$ cat src/rtl/serial_adder_pkg.sv
// Shared types and defaults for the bit-serial adder.
package serial_adder_pkg;

    typedef enum logic [1:0] {IDLE, SHIFT, DONE} sa_state_t;

    localparam int SA_DEFAULT_WIDTH = 8;

endpackage

$ cat src/rtl/serial_fa_cell.sv
// Combinational 1-bit full adder made of two chained half-adder stages
// whose carries are ORed together.
module serial_fa_cell (
    input  logic a,
    input  logic b,
    input  logic cin,
    output logic s,
    output logic cout
);

    // part[0] enters stage 0 with b, part[1] enters stage 1 with cin.
    logic [2:0] part;
    logic [1:0] addend;
    logic [1:0] half_carry;

    assign part[0] = a;
    assign addend  = {cin, b};

    generate
        for (genvar gi = 0; gi < 2; gi++) begin : g_half_adder
            assign part[gi+1]     = part[gi] ^ addend[gi];
            assign half_carry[gi] = part[gi] & addend[gi];
        end
    endgenerate

    assign s    = part[2];
    assign cout = |half_carry;

endmodule

$ cat src/rtl/serial_adder.sv
// Bit-serial WIDTH-bit adder: one operand pair per handshake, added LSB-first
// through a single full-adder cell and a carry flop.
module serial_adder
    import serial_adder_pkg::*;
#(
    parameter int WIDTH = SA_DEFAULT_WIDTH
) (
    input  logic             clk,
    input  logic             rst,
    input  logic             in_valid,
    output logic             in_ready,
    input  logic [WIDTH-1:0] a,
    input  logic [WIDTH-1:0] b,
    output logic             out_valid,
    input  logic             out_ready,
    output logic [WIDTH-1:0] sum,
    output logic             carry,
    output logic             busy
);

    localparam int CW = (WIDTH > 1) ? $clog2(WIDTH) : 1;
    localparam logic [CW-1:0] LAST_BIT = CW'(WIDTH - 1);

    sa_state_t         state_reg;
    logic [WIDTH-1:0]  a_reg;
    logic [WIDTH-1:0]  b_reg;
    logic [WIDTH-1:0]  sum_reg;
    logic              carry_reg;
    logic [CW-1:0]     count_reg;
    logic              out_valid_reg;
    logic              busy_reg;

    logic fa_s;
    logic fa_c;

    serial_fa_cell u_fa (
        .a    (a_reg[0]),
        .b    (b_reg[0]),
        .cin  (carry_reg),
        .s    (fa_s),
        .cout (fa_c)
    );

    always_ff @(posedge clk or posedge rst) begin
        if (rst) begin
            state_reg     <= IDLE;
            a_reg         <= '0;
            b_reg         <= '0;
            sum_reg       <= '0;
            carry_reg     <= 1'b0;
            count_reg     <= '0;
            out_valid_reg <= 1'b0;
            busy_reg      <= 1'b0;
        end else begin
            case (state_reg)
                IDLE: begin
                    if (in_valid) begin
                        a_reg     <= a;
                        b_reg     <= b;
                        carry_reg <= 1'b0;
                        count_reg <= '0;
                        busy_reg  <= 1'b1;
                        state_reg <= SHIFT;
                    end
                end
                SHIFT: begin
                    // Sum bits enter at the MSB so after WIDTH shifts bit 0 lands at [0].
                    sum_reg   <= {fa_s, sum_reg[WIDTH-1:1]};
                    a_reg     <= a_reg >> 1;
                    b_reg     <= b_reg >> 1;
                    carry_reg <= fa_c;
                    count_reg <= count_reg + CW'(1);
                    if (count_reg == LAST_BIT) begin
                        out_valid_reg <= 1'b1;
                        state_reg     <= DONE;
                    end
                end
                DONE: begin
                    if (out_ready) begin
                        out_valid_reg <= 1'b0;
                        busy_reg      <= 1'b0;
                        state_reg     <= IDLE;
                    end
                end
                default: state_reg <= IDLE;
            endcase
        end
    end

    // Only unregistered output: must drop the instant reset asserts.
    assign in_ready  = (state_reg == IDLE) && !rst;
    assign out_valid = out_valid_reg;
    assign sum       = sum_reg;
    assign carry     = carry_reg;
    assign busy      = busy_reg;

endmodule

$ cat config.mk
export PLATFORM = sky130hd
export DESIGN_NAME = serial_adder
export DESIGN_NICKNAME = d
export VERILOG_FILES = /design/src/rtl/serial_adder_pkg.sv /design/src/rtl/serial_fa_cell.sv /design/src/rtl/serial_adder.sv
export SDC_FILE = /design/constraint.sdc
export NUM_CORES = 1
export LEC_CHECK = 0
export ABC_CLOCK_PERIOD_IN_PS = 1240
export CORE_MARGIN = 2
export CORE_UTILIZATION = 40
export CTS_CLUSTER_DIAMETER = 200
export DETAILED_ROUTE_END_ITERATION = 7
export GPL_TIMING_DRIVEN = 0
export HOLD_SLACK_MARGIN = 0.08
export PLACE_DENSITY = 0.75
export SYNTH_ARGS = -nofsm -noshare
export SYNTH_HDL_FRONTEND = slang
export SYNTH_SLANG_ARGS = --single-unit
$ cat constraint.sdc
create_clock -name clk -period 1.24 [get_ports clk]
set_clock_uncertainty 0.2 [all_clocks]
set_input_delay 0.186 -clock clk [delete_from_list [all_inputs] [get_ports clk]]
set_output_delay 0.186 -clock clk [all_outputs]
set_load 0.02 [all_outputs]
Yosys cells after proc, flatten, opt, wreduce, memory -nomap -nowiden
Cells that the tools add are included.
Widths: inputs -> output; s select.

cells by class
  add/subtract/negate cells = 1
  bitwise gates (word level) = 4
  reductions and logical operators = 11
  mux-type cells = 17
  eq/ne operators = 6

operators with widths
  kind                 count
  $pmux 8 s2           2
  $mux 8               2
  $reduce_and 3->1     3
  $mux 2               3
  $ne 2x2->1 const B   3
  $pmux 1 s2           3
  $pmux 2 s3           1
  $pmux 3 s2           1
  $reduce_bool 2->1    3
  $mux 1               4
  $add 3x1->3 const B  1
  $eq 3x3->1 const B   1
  $mux 3               1
  $and 1x1->1          2
  $eq 2x1->1 const B   1
  $eq 2x2->1 const B   1
  $logic_not 2->1      1
  $reduce_and 2->1     1
  $reduce_or 2->1      1
  $xor 1x1->1          2
  $logic_and 1x1->1    1
  $logic_not 1->1      1

word-level totals
  input port bits = 20
  logic and storage cells = 47
  flip-flop bits (word level) = 32
  output and inout bits = 12

Longest topological paths before layout
  depth after elaboration = 4
  gate-level depth with buffers = 5
  gate-level depth less buffers = 4

By module
Synthesis repeated with hierarchy kept, for this count alone.

unflattened totals
  cells, all modules = 135
  area total of the unflattened synthesis = 1443.9 um^2

modules (own cells, without submodules)
  module          sequential area each (um^2)  times used  area an instance (um^2)  cells each
  serial_adder    800.8                        1           1423.9                   134
  serial_fa_cell  0.0                          1           20.0                     1

Worst setup path after synthesis
Ideal clock, no wire load.

  kind = flip-flop to output port
  start point = register state_reg[0]
  end point = output in_ready
  required time = 0.854 ns
  slack = -0.344 ns
  arrival time = 1.198 ns
  stages on the path, launching flop included = 4
  buffers on the path = 2
  path through = dfrtp_1 > buf_6 > buf_2 > nor3_1

between the ends
  word-level cells in the longest chain between the ends = 2

RTL lines
  what                    RTL line            text
  start, declared         serial_adder.sv:24  sa_state_t state_reg;
  start signal, assigned  serial_adder.sv:46  state_reg <= IDLE;
  start signal, assigned  serial_adder.sv:63  state_reg <= SHIFT;
  start signal, assigned  serial_adder.sv:75  state_reg <= DONE;
  $logic_not 2->1         serial_adder.sv:91  assign in_ready = (state_reg == IDLE) && !rst;
  $logic_and 1x1->1       serial_adder.sv:91
  end, declared           serial_adder.sv:11  output logic in_ready,

No other way between the ends.

Worst setup path in the final report
Ends and elaborated chain as after synthesis.

==> impl_metrics.json <==
{
  "min_period_ns": 1.67,
  "avgRoutedWirePerCell_um": 14.8,
  "vias": 1343,
  "wl_met1_um": 1610,
  "critPathSlowestCell": "dfrtp_1",
  "p_leak_nw": 1.14,
  "drcViolationCount": 0,
  "clockBufferDepth": 2,
  "end_kind": "output port",
  "hold_violations": 0,
  "dp_hpwl_um": 2220,
  "grt_pass1_wl_um": 5920,
  "grtUsageTotal_pct": 18.5,
  "yosysTopAreaCell": "dfrtp_1",
  "whs_ns": 0.107,
  "antenna_cells": 0,
  "io_buffers": 30,
  "nets": 238,
  "grt_max_degree": 33,
  "ys_top_cells_by_area": "dfrtp_1, nand2_1, buf_6",
  "top_layer_used": "met4",
  "regArea_um2": 803,
  "post-route-period-util_pct": 135,
  "antenna_found_initial": 0,
  "syn_inst": 146,
  "drive_above_1_share_pct": 44.4,
  "rows": 22,
  "drtAntennaViolNets": 0,
  "die_h_um": 65.8,
  "grt_pass1_vias": 1316,
  "crit_type": "register to output port",
  "cp_cell_sequence": "buf_6 > buf_8 > nor3_4 > buf_6",
  "crit_top_cell": "buf_6",
  "placed_cell_area_um2": 1930,
  "htree_levels": 2,
  "async_flop_share_pct": 100,
  "maxCapViolCount": 0,
  "yosysSeqAreaShare_pct": 52.4,
  "timing.setup.tns_ns": -9.02,
  "tritoncts": "yes",
  "wl_met2_um": 2010,
  "max_stage_delay_ns": 0.41,
  "outcome": "finished with violations",
  "die_w_um": 65.8,
  "power_density_nw_per_um2": 2480,
  "max_clock_freq_mhz": 599,
  "multiInputGateArea_um2": 743,
  "initial_core_util_pct": 41.7,
  "syn_area_per_cell_um2": 10.5,
  "routabilityCongestion": 0.789,
  "fin_ws_ns": -0.429,
  "yosys.area.top_type_share_pct": 52.4,
  "dr.pass1.iters": 4,
  "cp_top_family": "flip-flops",
  "core_area_um2": 3660,
  "synth_area_um2": 1530,
  "path_buf_inv": 3,
  "root_buffer": "clkbuf_8",
  "synth_nets": 169,
  "critical_path_arrival_ns": 1.28,
  "nFillCells": 278,
  "tightestPinTransition_ns": 0.690,
  "synth.most_common_cell": "dfrtp_1",
  "ys_types": 29,
  "syn_to_final_growth_pct": 61.5,
  "vias_per_cell": 5.09,
  "clk_pin_slew_ns": 0.07,
  "design.portCount": 32,
  "routed_wirelength_um": 3920,
  "holdCritPathClass": "primary input to register",
  "yosysWarnings": 0,
  "cts_sinks": 32,
  "drv_slew": 0,
  "synth_common_cells": "dfrtp_1, nand2_1, inv_1",
  "die-area_um2": 4330,
  "total_power_w": 0.00612,
  "cts_buffers": 5,
  "synth-edff-count": 0,
  "ir_drop_v": 0.000975,
  "setup_viol": 32,
  "grt_overflow": 0,
  "drt_iter0_drc": 82,
  "path_max_fanout": 5,
  "cp.required_ns": 0.85,
  "violations": "setup timing",
  "insertion_delay_ns": 0.29,
  "ys_ff_latch": 32,
  "fin_area_um2": 2470,
  "start_kind": "register",
  "met3WireLength_um": 207,
  "relSlewSlack_pct": 53.9,
  "rsz0062_at_grt": "yes",
  "ys.flop_type": "dfrtp_1"
}
-- per-stage QoR --
step	std cells	setup WS, ns	utilization (%)
final	264	-0.429	67.4
after global routing	264	-0.474	67.4
after detailed placement	224	-0.800	52.6
after CTS	247	-0.445	60.0
after global placement	224	-0.765	52.6
after floorplan	146	-0.0883	-
-- per-layer routing --
| metal | vias to the layer above | track usage, % |
|---|---|---|
| met1 | 653 | 21.7 |
| met2 | 38 | 30.8 |
| li1 | 642 | - |
| met4 | 0 | 9.90 |
| met3 | 10 | 4.94 |
| met5 | - | 0 |
-- logic make-up after synthesis --
| kind of cell | count (synthesis) | share of synthesized area, % |
|---|---|---|
| buffers and inverters | 22 | 8.52 |
| AO/OA/AOI/OAI | 36 | 19.1 |
| AND/OR/NAND/NOR | 53 | 17.0 |
| flip-flops | 32 | 52.4 |
| adder cells (fa/ha/maj) | 3 | 2.95 |
-- cells in the final DEF (no fill, tap or decap), drive strengths merged, types with 5 or more instances in the layout --
cell	instances
o21ai	7
nand3b	7
clkbuf	9
o221a	7
dfrtp	32
buf	52
nand2	27
nand2b	5
o21a	6
a32oi	6
inv	10
nor2	10
clkdlybuf4s50	18
-- layout make-up --
cell class / instances / area share (%)
Buffer: 11 / 5.22
Multi-Input combinational cell: 92 / 30.1
Timing Repair Buffer: 62 / 24.2
Inverter: 11 / 1.83
Sequential cell: 32 / 32.6
Tap cell: 48 / 2.43
Clock buffer: 8 / 3.65
-- tightest hold or removal path, delay by kind of cell --
family          cells  cell delay, ns
buf+inv             1            0.10
simple gates        1            0.21
compound gates      1            0.06
-- final timing paths --
path,startpoint,to,cells after the start,slack (ns)
min in group asynchronous,rst,a_reg[4],2,0.23
hold reg to reg,count_reg[0],count_reg[0],1,0.29
setup / recovery,state_reg[0],in_ready,4,-0.43
setup reg to reg,state_reg[0],a_reg[3],7,-0.39
max in group asynchronous,rst,carry,2,0.18
hold / removal,in_valid,a_reg[0],3,0.11
-- power by group --
part	internal, W	switching (W)	total, W	leakage, nW
sequential	0.00152	0.000311	0.00183	0.376
combinational	0.00192	0.00154	0.00346	0.714
clock	0.000452	0.000379	0.000831	0.0455
total	0.00389	0.00223	0.00612	1.14
-- timing repair --
action	CTS	global route
setup buffers	10	15
resized for setup	84	40
cloned	3	3
hold endpoints to repair	6	0
setup endpoints to repair	76	43
hold buffers	2	0
pin swaps	6	12
(Power assumes the default switching activity.)
